File: config.mk
export PLATFORM = sky130hd
export DESIGN_NAME = fp_addsub_rnd
export DESIGN_NICKNAME = d
export VERILOG_FILES = /design/src/rtl/fp_addsub_rnd.sv
export SDC_FILE = /design/constraint.sdc
export NUM_CORES = 1
export LEC_CHECK = 0
export ABC_AREA = 1
export ABC_CLOCK_PERIOD_IN_PS = 17280
export CAP_MARGIN = 20
export CORE_ASPECT_RATIO = 1.5
export CORE_UTILIZATION = 60
export CTS_CLUSTER_DIAMETER = 60
export CTS_CLUSTER_SIZE = 10
export DETAILED_ROUTE_END_ITERATION = 8
export DONT_BUFFER_PORTS = 1
export PLACE_DENSITY = 0.78
export SETUP_SLACK_MARGIN = 0.4
export SKIP_LAST_GASP = 1
export SLEW_MARGIN = 0
export SYNTH_ARGS = -nofsm -noshare
export SYNTH_HDL_FRONTEND = slang
export SYNTH_SLANG_ARGS = --single-unit
File: constraint.sdc
create_clock -name CLK -period 17.28 [get_ports CLK]
set_clock_uncertainty 0.1 [all_clocks]
set_input_delay 0 -clock CLK [delete_from_list [all_inputs] [get_ports CLK]]
set_output_delay 0 -clock CLK [all_outputs]
set_load 0.02 [all_outputs]
File: src/rtl/fp_addsub_rnd.sv
// fp_addsub_rnd: parametrised floating-point add/subtract with four rounding
// modes. The operation runs through a fixed six-state sequence
// (IDLE, ALIGN, ADD, NORM, ROUND, DONE).
// It has valid/ready handshakes on the operand side and the result side.
module fp_addsub_rnd #(
  parameter int EXP_W = 8,
  parameter int MAN_W = 23,
  localparam int W = 1 + EXP_W + MAN_W
) (
  input  logic         CLK,
  input  logic         RST,
  input  logic [W-1:0] Datain1,
  input  logic [W-1:0] Datain2,
  input  logic         Mode,
  input  logic [1:0]   Rnd,
  input  logic         Data_valid,
  output logic         Data_ready,
  output logic [W-1:0] Dataout,
  output logic [3:0]   Exc,
  output logic         Dataout_valid,
  input  logic         Dataout_ready,
  output logic         Busy
);

  // Significand field: {carry, hidden, frac, G, R, S}
  localparam int SW  = MAN_W + 5;
  localparam int EW  = EXP_W + 1;
  localparam int LZW = $clog2(SW) + 1;
  localparam int CW  = (EW > LZW) ? EW : LZW;
  localparam logic [EW-1:0]    EW_ONE  = {{(EW-1){1'b0}}, 1'b1};
  localparam logic [EW-1:0]    EMAX    = {1'b0, {EXP_W{1'b1}}};
  localparam logic [LZW-1:0]   LZ_ONE  = {{(LZW-1){1'b0}}, 1'b1};
  localparam logic [EXP_W-1:0] E_ONES  = {EXP_W{1'b1}};
  localparam logic [EXP_W-1:0] E_ZERO  = {EXP_W{1'b0}};
  localparam logic [MAN_W-1:0] F_ZERO  = {MAN_W{1'b0}};
  localparam logic [W-1:0]     QNAN    = {1'b0, E_ONES, 1'b1, {(MAN_W-1){1'b0}}};

  typedef enum logic [2:0] {IDLE, ALIGN, ADD, NORM, ROUND, DONE} state_t;

  state_t         state_r;
  logic [W-1:0]   a_r, b_r;
  logic           mode_r;
  logic [1:0]     rnd_r;
  logic           sign1_r, same_sign_r;
  logic [EW-1:0]  exp1_r;
  logic [SW-1:0]  sig1_r, sig2_r, sum_r;
  logic           spec_r, spec_inv_r;
  logic [W-1:0]   spec_res_r;
  logic [W-1:0]   res_r, dout_r;
  logic [3:0]     exc_r, exc_out_r;
  logic           dvalid_r, ready_r, busy_r;

  // Leading-zero count from the hidden-bit position downwards
  function automatic logic [LZW-1:0] lzc_f(input logic [SW-2:0] v);
    logic [LZW-1:0] cnt;
    logic           found;
    cnt   = {LZW{1'b0}};
    found = 1'b0;
    for (int i = SW - 2; i >= 0; i--) begin
      if (!found && !v[i]) cnt = cnt + LZ_ONE;
      else found = 1'b1;
    end
    return cnt;
  endfunction

  // ALIGN: unpack, order by magnitude, shift Op2 right, detect special operands
  logic               sa_s, sb_s, swap_s, a_nan_s, b_nan_s, a_inf_s, b_inf_s;
  logic [EXP_W-1:0]   ea_s, eb_s;
  logic [MAN_W-1:0]   fa_s, fb_s;
  logic [EW-1:0]      effa_s, effb_s, e1_s, e2_s, dist_s;
  logic [SW-1:0]      siga_s, sigb_s, sig1_s, sig2pre_s, shr_s, lost_s, sig2_s;
  logic               s1_s, spec_s, spec_inv_s;
  logic [W-1:0]       spec_res_s;
  always_comb begin
    sa_s    = a_r[W-1];
    sb_s    = b_r[W-1] ^ mode_r;
    ea_s    = a_r[W-2:MAN_W];
    eb_s    = b_r[W-2:MAN_W];
    fa_s    = a_r[MAN_W-1:0];
    fb_s    = b_r[MAN_W-1:0];
    a_nan_s = (ea_s == E_ONES) && (fa_s != F_ZERO);
    b_nan_s = (eb_s == E_ONES) && (fb_s != F_ZERO);
    a_inf_s = (ea_s == E_ONES) && (fa_s == F_ZERO);
    b_inf_s = (eb_s == E_ONES) && (fb_s == F_ZERO);
    effa_s  = (ea_s == E_ZERO) ? EW_ONE : {1'b0, ea_s};
    effb_s  = (eb_s == E_ZERO) ? EW_ONE : {1'b0, eb_s};
    siga_s  = {1'b0, (ea_s != E_ZERO), fa_s, 3'b000};
    sigb_s  = {1'b0, (eb_s != E_ZERO), fb_s, 3'b000};
    swap_s  = (b_r[W-2:0] > a_r[W-2:0]);
    s1_s      = swap_s ? sb_s : sa_s;
    e1_s      = swap_s ? effb_s : effa_s;
    e2_s      = swap_s ? effa_s : effb_s;
    sig1_s    = swap_s ? sigb_s : siga_s;
    sig2pre_s = swap_s ? siga_s : sigb_s;
    dist_s    = e1_s - e2_s;
    shr_s     = {SW{1'b0}};
    lost_s    = {SW{1'b0}};
    if (int'(dist_s) >= MAN_W + 3) begin
      sig2_s = {{(SW-1){1'b0}}, |sig2pre_s};
    end else begin
      shr_s  = sig2pre_s >> dist_s;
      lost_s = sig2pre_s << (SW - int'(dist_s));
      sig2_s = {shr_s[SW-1:1], shr_s[0] | (|lost_s)};
    end
    spec_s     = 1'b0;
    spec_inv_s = 1'b0;
    spec_res_s = {W{1'b0}};
    if (a_nan_s || b_nan_s || (a_inf_s && b_inf_s && (sa_s != sb_s))) begin
      spec_s     = 1'b1;
      spec_inv_s = 1'b1;
      spec_res_s = QNAN;
    end else if (a_inf_s) begin
      spec_s     = 1'b1;
      spec_res_s = {sa_s, E_ONES, F_ZERO};
    end else if (b_inf_s) begin
      spec_s     = 1'b1;
      spec_res_s = {sb_s, E_ONES, F_ZERO};
    end else begin
      spec_s = 1'b0;
    end
  end

  // NORM: fold a carry right, or shift left without dropping below exponent 1
  logic [LZW-1:0] lz_s;
  logic [EW-1:0]  lim_s, nexp_s;
  logic [CW-1:0]  shamt_s;
  logic [SW-1:0]  nsum_s;
  always_comb begin
    lz_s    = lzc_f(sum_r[SW-2:0]);
    lim_s   = exp1_r - EW_ONE;
    shamt_s = {CW{1'b0}};
    if (sum_r[SW-1]) begin
      nsum_s = {1'b0, sum_r[SW-1:2], sum_r[1] | sum_r[0]};
      nexp_s = exp1_r + EW_ONE;
    end else begin
      if (CW'(lz_s) > CW'(lim_s)) shamt_s = CW'(lim_s);
      else shamt_s = CW'(lz_s);
      nsum_s = sum_r << shamt_s;
      nexp_s = exp1_r - EW'(shamt_s);
    end
  end

  // ROUND: apply rounding mode, resolve overflow, zero sign and special results
  logic [MAN_W:0]   mant_s, mant_f_s;
  logic [MAN_W+1:0] mant_inc_s;
  logic             g_s, r_s, st_s, inexact_s, inc_s, ovf_s, uf_s, zero_s, zsign_s, to_inf_s;
  logic [EW-1:0]    exp_f_s, exp_field_s;
  logic [W-1:0]     rres_s;
  logic [3:0]       rexc_s;
  always_comb begin
    mant_s    = sum_r[SW-2:3];
    g_s       = sum_r[2];
    r_s       = sum_r[1];
    st_s      = sum_r[0];
    inexact_s = g_s | r_s | st_s;
    case (rnd_r)
      2'd0:    inc_s = g_s & (r_s | st_s | sum_r[3]);
      2'd1:    inc_s = 1'b0;
      2'd2:    inc_s = inexact_s & ~sign1_r;
      2'd3:    inc_s = inexact_s & sign1_r;
      default: inc_s = 1'b0;
    endcase
    mant_inc_s = {1'b0, mant_s} + {{(MAN_W+1){1'b0}}, inc_s};
    if (mant_inc_s[MAN_W+1]) begin
      mant_f_s = mant_inc_s[MAN_W+1:1];
      exp_f_s  = exp1_r + EW_ONE;
    end else begin
      mant_f_s = mant_inc_s[MAN_W:0];
      exp_f_s  = exp1_r;
    end
    exp_field_s = mant_f_s[MAN_W] ? exp_f_s : {EW{1'b0}};
    ovf_s       = (exp_f_s >= EMAX);
    uf_s        = (exp_field_s == {EW{1'b0}}) && inexact_s;
    zero_s      = (mant_s == {(MAN_W+1){1'b0}}) && !inexact_s;
    zsign_s     = same_sign_r ? sign1_r : (rnd_r == 2'd3);
    case (rnd_r)
      2'd0:    to_inf_s = 1'b1;
      2'd1:    to_inf_s = 1'b0;
      2'd2:    to_inf_s = ~sign1_r;
      2'd3:    to_inf_s = sign1_r;
      default: to_inf_s = 1'b1;
    endcase
    if (spec_r) begin
      rres_s = spec_res_r;
      rexc_s = {spec_inv_r, 3'b000};
    end else if (ovf_s) begin
      rres_s = to_inf_s ? {sign1_r, E_ONES, F_ZERO}
                        : {sign1_r, E_ONES - {{(EXP_W-1){1'b0}}, 1'b1}, {MAN_W{1'b1}}};
      rexc_s = 4'b0101;
    end else if (zero_s) begin
      rres_s = {zsign_s, E_ZERO, F_ZERO};
      rexc_s = 4'b0000;
    end else begin
      rres_s = {sign1_r, exp_field_s[EXP_W-1:0], mant_f_s[MAN_W-1:0]};
      rexc_s = {1'b0, 1'b0, uf_s, inexact_s};
    end
  end

  // Control FSM and datapath registers with registered handshake outputs
  always_ff @(posedge CLK or posedge RST) begin
    if (RST) begin
      state_r     <= IDLE;
      a_r         <= {W{1'b0}};
      b_r         <= {W{1'b0}};
      mode_r      <= 1'b0;
      rnd_r       <= 2'b00;
      sign1_r     <= 1'b0;
      same_sign_r <= 1'b0;
      exp1_r      <= {EW{1'b0}};
      sig1_r      <= {SW{1'b0}};
      sig2_r      <= {SW{1'b0}};
      sum_r       <= {SW{1'b0}};
      spec_r      <= 1'b0;
      spec_inv_r  <= 1'b0;
      spec_res_r  <= {W{1'b0}};
      res_r       <= {W{1'b0}};
      exc_r       <= 4'b0000;
      dout_r      <= {W{1'b0}};
      exc_out_r   <= 4'b0000;
      dvalid_r    <= 1'b0;
      ready_r     <= 1'b1;
      busy_r      <= 1'b0;
    end else begin
      case (state_r)
        IDLE: begin
          if (Data_valid && ready_r) begin
            a_r     <= Datain1;
            b_r     <= Datain2;
            mode_r  <= Mode;
            rnd_r   <= Rnd;
            ready_r <= 1'b0;
            busy_r  <= 1'b1;
            state_r <= ALIGN;
          end
        end
        ALIGN: begin
          sign1_r     <= s1_s;
          same_sign_r <= (sa_s == sb_s);
          exp1_r      <= e1_s;
          sig1_r      <= sig1_s;
          sig2_r      <= sig2_s;
          spec_r      <= spec_s;
          spec_inv_r  <= spec_inv_s;
          spec_res_r  <= spec_res_s;
          state_r     <= ADD;
        end
        ADD: begin
          sum_r   <= same_sign_r ? (sig1_r + sig2_r) : (sig1_r - sig2_r);
          state_r <= NORM;
        end
        NORM: begin
          sum_r   <= nsum_s;
          exp1_r  <= nexp_s;
          state_r <= ROUND;
        end
        ROUND: begin
          res_r   <= rres_s;
          exc_r   <= rexc_s;
          state_r <= DONE;
        end
        DONE: begin
          if (!dvalid_r) begin
            dout_r    <= res_r;
            exc_out_r <= exc_r;
            dvalid_r  <= 1'b1;
          end else if (Dataout_ready) begin
            dvalid_r <= 1'b0;
            ready_r  <= 1'b1;
            busy_r   <= 1'b0;
            state_r  <= IDLE;
          end
        end
        default: begin
          dvalid_r <= 1'b0;
          ready_r  <= 1'b1;
          busy_r   <= 1'b0;
          state_r  <= IDLE;
        end
      endcase
    end
  end

  assign Data_ready    = ready_r;
  assign Dataout       = dout_r;
  assign Exc           = exc_out_r;
  assign Dataout_valid = dvalid_r;
  assign Busy          = busy_r;

endmodule

-- After elaboration in Yosys (flattened, before gate mapping)
Index checks and enable logic that the tools add are counted.
- register bits after elaboration: 274
- output and inout port bits: 39
- word-level logic and storage cells: 304
- $add $sub $neg: 34
- magnitude comparators: 4
- equal/unequal tests: 15
- shift operators: 3
- mux-type cells: 103
- bitwise gates (word level): 12
- reduce and logical (&&, ||, !) cells: 112
- operator list (kind ; number):
    $mux 32 ; 6
    $add 6x1->6 const B ; 26
    $mux 6 ; 26
    $mux 28 ; 3
    $pmux 28 s2 ; 1
    $reduce_or 28->1 ; 2
    $mux 27 ; 2
    $logic_not 1->1 ; 53
    $mux 24 ; 2
    $logic_not 23->1 ; 2
    $reduce_bool 23->1 ; 2
    $mux 9 ; 5
    $mux 1 ; 41
    $logic_and 1x1->1 ; 35
    $mux 8 ; 4
    $shl 27x32->28 ; 1
    $gt 31x31->1 ; 1
    $add 28x28->28 ; 1
    $shl 28x9->28 ; 1
    $shr 27x9->28 ; 1
    $sub 28x28->28 ; 1
    $add 24x1->25 ; 1
    $logic_not 24->1 ; 1
    $pmux 3 s6 ; 1
    40 further kinds ; 64

-- Logic depth before layout (Yosys ltp)
- depth in word-level cells: 84
- depth in mapped cells: 132

-- Worst setup path before layout
OpenSTA, ideal clock, no wires.
- path type: flip-flop to flip-flop
- start: reg sum_r[24]
- end: reg exp1_r[6]
- setup time: 0.131 ns
- arrival time: 17.030 ns
- required time: 17.049 ns
- path slack: 0.019 ns
- stages on the path, launching flop included: 125
- period minus slack after synthesis: 17.261 ns
- cells stage by stage: dfrtp_1 > buf_6 > inv_1 > nor2_1 > nor2_1 > ha_1 > inv_1 > nand2_1 > nand2_1 > inv_1 > ha_1 > inv_1 > nand4_1 > nand2_1 > inv_1 > ha_1 > inv_1 > nand2_1 > (+89 left out) > or2_2 > nand2_4 > inv_2 > buf_6 > ha_1 > inv_1 > o31ai_1 > inv_1 > nor2_1 > nor2_1 > o21ai_0 > inv_1 > nor2_1 > nor2_1 > o21ai_0 > o211ai_1 > o211ai_1 > o21ai_0
- cells in the longest elaborated chain, start to end: 81
- elaborated cells between the ends (all ways): 129
- classes of those cells: add/sub (25); order compare (1); mux (53); reduce/logical (50)
- RTL lines (element ; RTL line ; RTL):
    from (decl) ; 46 ; logic [SW-1:0] sig1_r, sig2_r, sum_r;
    from (signal assigned) ; 212 ; sum_r <= {SW{1'b0}};
    from (signal assigned) ; 248 ; sum_r <= same_sign_r ? (sig1_r + sig2_r) : (sig1_r - sig2_r);
    from (signal assigned) ; 252 ; sum_r <= nsum_s;
    $logic_not 1->1 (*) ; 60 ; if (!found && !v[i]) cnt = cnt + LZ_ONE;
    $logic_and 1x1->1 (*) ; 60 ;
    parallel branches: the longest is 72 deep, another holds $add 6x1->6 ; -- ;
    $mux 6 (*) ; 60 ;
    $gt 6x9->1 ; 136 ; if (CW'(lz_s) > CW'(lim_s)) shamt_s = CW'(lim_s);
    $mux 9 (*) ; 136 ;
    $mux 9 (*) ; 132 ; if (sum_r[SW-1]) begin
    $sub 9x9->9 (*) ; 139 ; nexp_s = exp1_r - EW'(shamt_s);
    $mux 9 (*) ; 132 ;
    $pmux 9 s2 (*) ; 224 ; case (state_r)
    to (signal assigned) ; 209 ; exp1_r <= {EW{1'b0}};
    to (signal assigned) ; 239 ; exp1_r <= e1_s;
    to (signal assigned) ; 253 ; exp1_r <= nexp_s;
    to (decl) ; 45 ; logic [EW-1:0] exp1_r;
Every way passes the cells marked *. The select of a mux whose other input is x is not followed.
A chain may end at the register's enable or synchronous reset.

-- Worst setup path after layout
- start: reg sum_r[24]
- end: reg sum_r[20]
- cells in the longest elaborated chain, start to end: 81
- elaborated cells between the ends (all ways): 129
- classes of those cells: add/sub (24); order compare (1); shift (1); mux (53); reduce/logical (50)
- RTL lines (element ; RTL line ; RTL):
    parallel branches: the longest is 78 deep, another holds $add 6x1->6 ; -- ;
    $shl 28x9->28 (*) ; 138 ; nsum_s = sum_r << shamt_s;
    $mux 28 (*) ; 132 ;
    $pmux 28 s2 (*) ; 224 ;
Marks and branches as above.

==> run metrics <==
outcome finished, violations left; failing checks negative hold slack; fill count 2865; Die Y between 200 and 250 um; RSZ-0062 raised after global routing false; PortBufs 0; Mapped Area approximately 0.020 mm2; Max Clk Rate 0.06141 GHz; setup violators final 0; register bit total from synthesis 238; first-pass GRT wire length 110600 um; # H-tree levels 1; Num CTS Buffers 30; R2R depth between 100 and 150; CTS Sinks 238; share of flip-flops with an asynchronous set or reset between 90% and 100%; Req. time, crit path 17690 ps; critical path arrival roughly 17000 ps; post-route ant nets 0; root buffer cell clkbuf_16; Clock Path Buffers 3; sequential area share after synthesis just under 30%; Placer Congestion about 1.1; Max Cap Viol 0; YS warnings 0; Post-Syn Instances 3059; initial antenna violation count 2; endpoints failing hold 3; Placeable Area 0.03284 mm2; Synth Net Count 3239; via/cell ratio 6.069; number of global-route vias before repair 21280; CTS clk-pin slew, worst paths around 60 ps; Initial Util 61.41%; CP max-delay cell a22oi_2; IO Count between 100 and 150; crit path launch type flop; Final Max Slew Viols 0; pin count of the biggest net entering global routing around 110; Setup TNS 0 ps; die area 0.03436 mm2; hpwl dp about 53000 um; final WL 71930 um; Clk Latency, worst-skew pair 600 ps; row count 81; CP max FO 20; worst rel slew slack 26.21%; Die W 151.7 um; vias post-DR 21510; worst-margin pin slew about 1100 ps; Critical R2R Capture sum_r[20]; Multi-input gate area around 0.013 mm2; min Tclk post-route 16280 ps; worst min-delay path class in2async; syn_area_per_cell 6.592 um2; WS Path Type reg2reg; CTS tree built; post-DR wirelength/cell between 20 and 25 um; gr usage total 42.34%; Initial DRT Pass Iterations 8; most common cell after layout, fill and taps aside nand2_1; Final WS setup 995.7 ps; DRC Markers 0; Setup WS pre-CTS -306.1 ps; Worst Hold Slack -9.684 ps; first-iteration detailed-routing DRC count 1685; count of cell types in the netlist 64; CP most frequent cell nand2_2; Crit path largest cell delay 410 ps; layout cell share with drive strength beyond 1 10.74%; FF-to-FF setup slack 1000 ps; synth-to-layout area growth 13.65%; top_reg_cell synth dfrtp_1; worst flop-to-flop path startpoint sum_r[24]; Post-synth EDFFs 0; most frequent cells in the layout nand2_1, inv_1, o21ai_0; total gr overflow 0; fin crit share between 90% and 100%; Nets 3295; Worst Setup End Kind flop; FF/Latch Area 0.005957 mm2
worst max path at each step:
stage | to | slack [ps] | startpoint
4_1_cts | exp1_r[8] | 140 | sum_r[24]
3_3_place_gp | exp1_r[6] | 120 | sum_r[25]
5_1_grt | exp1_r[6] | 120 | sum_r[24]
3_5_place_dp | exp1_r[6] | -310 | sum_r[25]
6_report | sum_r[20] | 1000 | sum_r[24]
2_1_floorplan | exp1_r[6] | 410 | sum_r[24]
final cells by class:
class | count | area share, %
Multi-Input combinational cell | 2268 | 54.76
Sequential cell | 238 | 25.99
Inverter | 425 | 7.043
Timing Repair Buffer | 152 | 6.006
Clock buffer | 39 | 3.467
Tap cell | 415 | 2.266
Clock inverter | 6 | 0.4422
Antenna cell | 2 | 0.02184
worst max-delay path: cells and delay by family, from the launching register on:
family	cells	cell delay (ps)
flops	1	390
buf+inv	34	2880
compound gates	9	1290
simple gates	55	5970
fa+ha+maj	23	5520
cells in the mapped netlist (11+ instances only):
library cell	number	area share [%]
o211ai_1	17	0.63
o21ai_0	315	7.8
dfrtp_1	237	29
o22ai_1	44	1.4
nand4_1	37	1.1
nor3_1	45	1.1
buf_2	11	0.27
o21ai_1	38	0.94
a31oi_1	13	0.40
or2_2	26	0.81
ha_1	106	6.6
nor4_1	22	0.68
inv_1	395	7.4
xor2_1	68	3.0
nor2_4	14	0.78
clkbuf_1	91	1.7
nand3_1	162	4.0
a21oi_1	200	5.0
nand2_2	15	0.47
nor2_1	281	5.2
a22oi_1	12	0.45
nand2_1	740	14
inv_2	19	0.35
stage by stage:
step,std cells,instance area [um2],utilization [%]
floorplan,3059,20220,-
global placement,3390,20510,62.46
detailed placement,3390,20510,62.46
CTS,3527,22450,68.37
global route,3545,22920,69.79
finish,3545,22920,69.79
registers in the layout, indices dropped and copies added, names as in the netlist, 9 cells and up:
| name | count |
|---|---|
| sig1_r | 24 |
| res_r | 32 |
| sum_r | 28 |
| b_r | 32 |
| exp1_r | 9 |
| Dataout | 32 |
| sig2_r | 27 |
| a_r | 32 |
cells by family (layout without fill, tap and decap cells):
family	after synthesis	count (layout)	share of synthesized area (%)
XOR/XNOR	79	79	3.580
AO/OA/AOI/OAI	691	691	18.72
AND/OR/NAND/NOR	1383	1383	30.10
other	0	2	0
flip-flops	238	238	29.54
buffers and inverters	553	622	10.86
adder cells (fa/ha/maj)	109	109	6.875
multiplexers	6	6	0.3164
per-layer routing:
metal / track usage (%) / routed length [um] / vias up
li1: - / - / 10140
met1: 38.89 / 22750 / 9882
met2: 74.37 / 35560 / 1026
met3: 9.879 / 5222 / 461
met4: 41.55 / 8394 / 0
met5: 0 / 0 / -
repair_timing:
action / 4_1_cts / 5_1_grt
hold buffers: 72 / 0
pin swaps: 43 / 51
setup buffers: 19 / 12
cloned: 1 / 0
resized for setup: 58 / 75
endpoints found under the hold margin: 174 / 0
endpoints found under the setup margin: 35 / 37
Power is not shown: default switching activity piles up to over one toggle a cycle in this logic, so the estimate is an artifact.
